[src/rtl/id_ex_operand_stage.sv]
// ID/EX operand register feeding the ALU: resolves RAW hazards by forwarding at capture,
// applies the immediate select, and holds or drains under a valid/ready handshake.
module id_ex_operand_stage #(
  parameter int XLEN    = 64,
  parameter int RADDR_W = 5
) (
  input  logic               clk,
  input  logic               rst_n,
  input  logic               in_valid,
  output logic               in_ready,
  input  logic [XLEN-1:0]    rs1_val,
  input  logic [XLEN-1:0]    rs2_val,
  input  logic [RADDR_W-1:0] rs1_addr,
  input  logic [RADDR_W-1:0] rs2_addr,
  input  logic [RADDR_W-1:0] rd_addr,
  input  logic               rd_we,
  input  logic [XLEN-1:0]    imm,
  input  logic               use_imm,
  input  logic [2:0]         alu_sel_in,
  input  logic [5:0]         shamt_in,
  input  logic               exmem_we,
  input  logic [RADDR_W-1:0] exmem_rd,
  input  logic [XLEN-1:0]    exmem_result,
  input  logic               memwb_we,
  input  logic [RADDR_W-1:0] memwb_rd,
  input  logic [XLEN-1:0]    memwb_result,
  input  logic               flush,
  input  logic               out_ready,
  output logic               out_valid,
  output logic [XLEN-1:0]    A,
  output logic [XLEN-1:0]    B,
  output logic [5:0]         Shiftamt,
  output logic [2:0]         Sel,
  output logic [RADDR_W-1:0] out_rd_addr,
  output logic               out_rd_we,
  output logic               illegal_op
);

  // EX/MEM wins over MEM/WB; register x0 never forwards.
  function automatic logic [XLEN-1:0] forward_sel(
    input logic [RADDR_W-1:0] rs,
    input logic [XLEN-1:0]    rf_val,
    input logic               ex_we,
    input logic [RADDR_W-1:0] ex_rd,
    input logic [XLEN-1:0]    ex_res,
    input logic               wb_we,
    input logic [RADDR_W-1:0] wb_rd,
    input logic [XLEN-1:0]    wb_res
  );
    logic [XLEN-1:0] r;
    if (ex_we && (ex_rd == rs) && (rs != {RADDR_W{1'b0}})) begin
      r = ex_res;
    end else if (wb_we && (wb_rd == rs) && (rs != {RADDR_W{1'b0}})) begin
      r = wb_res;
    end else begin
      r = rf_val;
    end
    return r;
  endfunction

  logic [XLEN-1:0] a_next;
  logic [XLEN-1:0] b_next;
  logic [2:0]      sel_next;
  logic            sel_illegal;
  logic            capture;

  assign in_ready = !out_valid || out_ready;
  assign capture  = in_valid && in_ready;

  always_comb begin
    a_next      = forward_sel(rs1_addr, rs1_val, exmem_we, exmem_rd, exmem_result,
                              memwb_we, memwb_rd, memwb_result);
    b_next      = forward_sel(rs2_addr, rs2_val, exmem_we, exmem_rd, exmem_result,
                              memwb_we, memwb_rd, memwb_result);
    sel_illegal = (alu_sel_in == 3'b111);
    if (use_imm) begin
      b_next = imm;
    end else begin
      b_next = b_next;
    end
    if (sel_illegal) begin
      sel_next = 3'b000;
    end else begin
      sel_next = alu_sel_in;
    end
  end

  // Pipeline register: reset, then flush, then capture, then drain, otherwise hold.
  always_ff @(posedge clk) begin
    if (!rst_n) begin
      out_valid   <= 1'b0;
      A           <= {XLEN{1'b0}};
      B           <= {XLEN{1'b0}};
      Shiftamt    <= 6'd0;
      Sel         <= 3'b000;
      out_rd_addr <= {RADDR_W{1'b0}};
      out_rd_we   <= 1'b0;
      illegal_op  <= 1'b0;
    end else if (flush) begin
      out_valid   <= 1'b0;
      out_rd_we   <= 1'b0;
    end else if (capture) begin
      out_valid   <= 1'b1;
      A           <= a_next;
      B           <= b_next;
      Shiftamt    <= shamt_in;
      Sel         <= sel_next;
      out_rd_addr <= rd_addr;
      out_rd_we   <= rd_we;
      illegal_op  <= illegal_op | sel_illegal;
    end else if (out_ready) begin
      out_valid   <= 1'b0;
      out_rd_we   <= 1'b0;
    end else begin
      out_valid   <= out_valid;
      out_rd_we   <= out_rd_we;
    end
  end

endmodule
[config.mk]
export PLATFORM = sky130hd
export DESIGN_NAME = id_ex_operand_stage
export DESIGN_NICKNAME = d
export VERILOG_FILES = /design/src/rtl/id_ex_operand_stage.sv
export SDC_FILE = /design/constraint.sdc
export NUM_CORES = 1
export LEC_CHECK = 0
export BUFFER_PORTS_ARGS = -buffer_cell sky130_fd_sc_hd__buf_2
export CAP_MARGIN = 30
export CORE_AREA = 3 3 196 198
export DETAILED_ROUTE_END_ITERATION = 12
export DIE_AREA = 0 0 199 201
export GPL_TIMING_DRIVEN = 0
export SKIP_CTS_REPAIR_TIMING = 1
export SKIP_LAST_GASP = 1
export SLEW_MARGIN = 20
export SYNTH_ARGS = -nofsm -noshare
export SYNTH_HDL_FRONTEND = slang
export SYNTH_SLANG_ARGS = --single-unit
[constraint.sdc]
create_clock -name clk -period 6.2 [get_ports clk]
set_clock_uncertainty 0.2 [all_clocks]
set_input_delay 0.93 -clock clk [delete_from_list [all_inputs] [get_ports clk]]
set_output_delay 0.93 -clock clk [all_outputs]
set_load 0.03 [all_outputs]
==> flow_metrics.py <==
metrics = {
    "timing": {
        "rsz0062_at_grt": "false",
        "worstMarginPinSlew_ns": 0.923,
        "drv_slew": 0,
        "slew_headroom": 0.385,
        "final_hold_viol_count": 0,
        "finalSetupViolCount": 0,
        "min_period_ns": 3.14,
        "tns_ns": 0,
        "finalCritPeriodShare": 0.506,
        "clock.fmax_mhz": 319,
    },
    "cts": {
        "clk_path_buf_depth": 2,
        "insertion_delay_ns": 0.44,
        "clock-sinks": 145,
        "cts-root-buf": "clkbuf_16",
        "clkSlewWorstSetupHoldPaths_ns": 0.07,
        "cts_buffers": 17,
        "cts_tree": "yes",
        "cts_htree_levels": 4,
    },
    "place": {
        "gp_congestion": 0.925,
        "port_buffers": 508,
        "place_hpwl_mm": 40.1,
    },
    "drt": {
        "first_iter_violations": 682,
        "dr_total_vias": 11300,
        "postRouteAntennaNets": 0,
        "vias_per_cell": 5.43,
        "wire_per_inst_um": 24.2,
        "dr.pass1.iters": 5,
        "drc": 0,
        "wl_mm": 50.3,
    },
    "synthesis": {
        "ys_types": 41,
        "syn_nets": 1428,
        "syn_area_um2": 9420,
        "syn_avg_cell_area_um2": 8.84,
        "yosys_warnings": 0,
        "yosysSeqAreaShare": 0.308,
        "synth_seq_cells": 145,
        "synth_cells": 1065,
    },
    "floorplanning": {
        "num_rows": 70,
        "coreArea_um2": 36700,
        "die_h_um": 201,
        "dieArea_um2": 40000,
        "io_pins": 509,
        "die_w_um": 199,
        "initial_core_util": 0.257,
    },
    "worst_setup_path": {
        "critPathKind": "in2reg",
        "startpoint_type": "input port",
        "arrival_ns": 3.27,
        "crit_fanout": 10,
        "crit_path_end_kind": "flip-flop",
        "critPathRequiredTime_ns": 6.33,
    },
    "run": {
        "timing.max_cap.violations": 0,
    },
    "finish": {
        "drive_gt1_frac": 0.443,
        "final_cell_mix": "516 x buf_2, 173 x o21ai_0, 145 x dfxtp_1",
        "mostFrequentLayoutCell": "buf_2",
        "nNetsFinal": 1962,
        "syn2layout_area_growth_pct": 40.7,
    },
    "global_route": {
        "antenna_found_initial": 8,
        "grt_pass1_vias": 11500,
        "grt_usage": 0.239,
        "grt_max_degree": 17,
        "gr-total-overflow": 0,
        "grt_pass1_wl_mm": 72.2,
    },
    "worst_hold_path": {
        "hold_path.class": "reg2reg",
    },
    "power_and_ir_drop": {
        "irDropWorstVdd_mv": 0.187,
        "leakage_nw": 5.68,
        "p_per_area_nw_per_um2": 213,
        "finalPower_w": 0.00282,
    },
    "status": {
        "status": "finished clean",
    },
}
==> critical path: stages <==
cell and delay [ns]:
buf_2 0.09, nand2b_2 0.16, nor3b_2 0.58, buf_6 0.23, buf_2 0.33, clkbuf_1 0.46, o21ai_0 0.16, o32ai_1 0.31
==> routing by layer <==
metal	global-route usage	wire (um)	up-vias
li1	-	-	5146
met1	0.283	19800	5431
met2	0.412	24400	623
met3	0.0668	4290	97
met4	0.0856	1800	8
met5	0	57	-
==> area by class of cell <==
type / count / area (um2)
Sequential cell: 145 / 2900
Tap cell: 468 / 586
Clock buffer: 22 / 484
Clock inverter: 9 / 106
Timing Repair Buffer: 515 / 2630
Fill cell: 3901 / 23500
Antenna cell: 4 / 10.0
Multi-Input combinational cell: 800 / 5820
Buffer: 116 / 692
Inverter: 4 / 15.0
==> cell families (layout without fill, tap and decap cells) <==
family / count (synthesis) / count (layout) / share of synthesized area
xor gates and xnor gates: 20 / 20 / 0.0186
and+or+nand+nor: 312 / 312 / 0.183
AOI/OAI and AO/OA: 468 / 468 / 0.416
buffers and inverters: 120 / 666 / 0.0749
DFF: 145 / 145 / 0.308
other: 0 / 4 / 0
==> final timing paths <==
check / slack, ns / start / to / cells past startpoint
max: 3.06 / out_ready / B[34]$_SDFFE_PN0P_ / 8
min: 0.25 / A[5]$_SDFFE_PN0P_ / A[5]$_SDFFE_PN0P_ / 2
max reg2reg: 3.34 / out_valid$_SDFFE_PP0P_ / B[34]$_SDFFE_PN0P_ / 7
min reg2reg: 0.25 / A[5]$_SDFFE_PN0P_ / A[5]$_SDFFE_PN0P_ / 2
==> synthesized netlist by cell type, drive strengths merged <==
cell      n  share of area
o32ai    64           0.11
nor4      1        0.00066
clkinv    1        0.00040
nor3b     1         0.0013
nand4     2         0.0013
nand3b    1        0.00080
clkbuf   79          0.032
nor2      7         0.0033
or4       2         0.0020
inv       3         0.0012
and3     64          0.043
nor3      1        0.00053
a221oi  128           0.16
buf      37          0.041
nand3     6         0.0032
nand2    93          0.037
and2     64          0.043
dfxtp   145           0.31
a21oi    77          0.041
xor2      2         0.0019
a21boi    3         0.0024
or3       3         0.0025
o21ai   192           0.10
o211ai    3         0.0029
nand2b    2         0.0016
xnor2    18          0.017
nor2b    65          0.043
a41oi     1        0.00093
==> flip-flops by register name, indices dropped and copies added, names as in the netlist <==
signal       flops
out_rd_addr      5
A               64
Shiftamt         6
out_valid        1
Sel              3
out_rd_we        1
illegal_op       1
B               64
==> power by group <==
part,switching (W),total [W],internal [W]
Sequential,0.0000382,0.00103,0.000989
Combinational,0.000436,0.000713,0.000277
Clock,0.000448,0.00108,0.000632
Total,0.000922,0.00282,0.00190
==> through the flow <==
stage	setup WS, ns	area (um2)	util	hold WS [ns]	instances
floorplan	3.51	9420	-	0.374	1065
global placement	1.81	12500	0.342	0.231	2041
detailed placement	2.58	12600	0.345	0.241	2048
CTS	3.06	13200	0.361	0.250	2079
global route	2.83	13200	0.361	0.274	2082
finish	3.06	13200	0.361	0.252	2083
No activity file was read; power rests on OpenSTA's default activity.
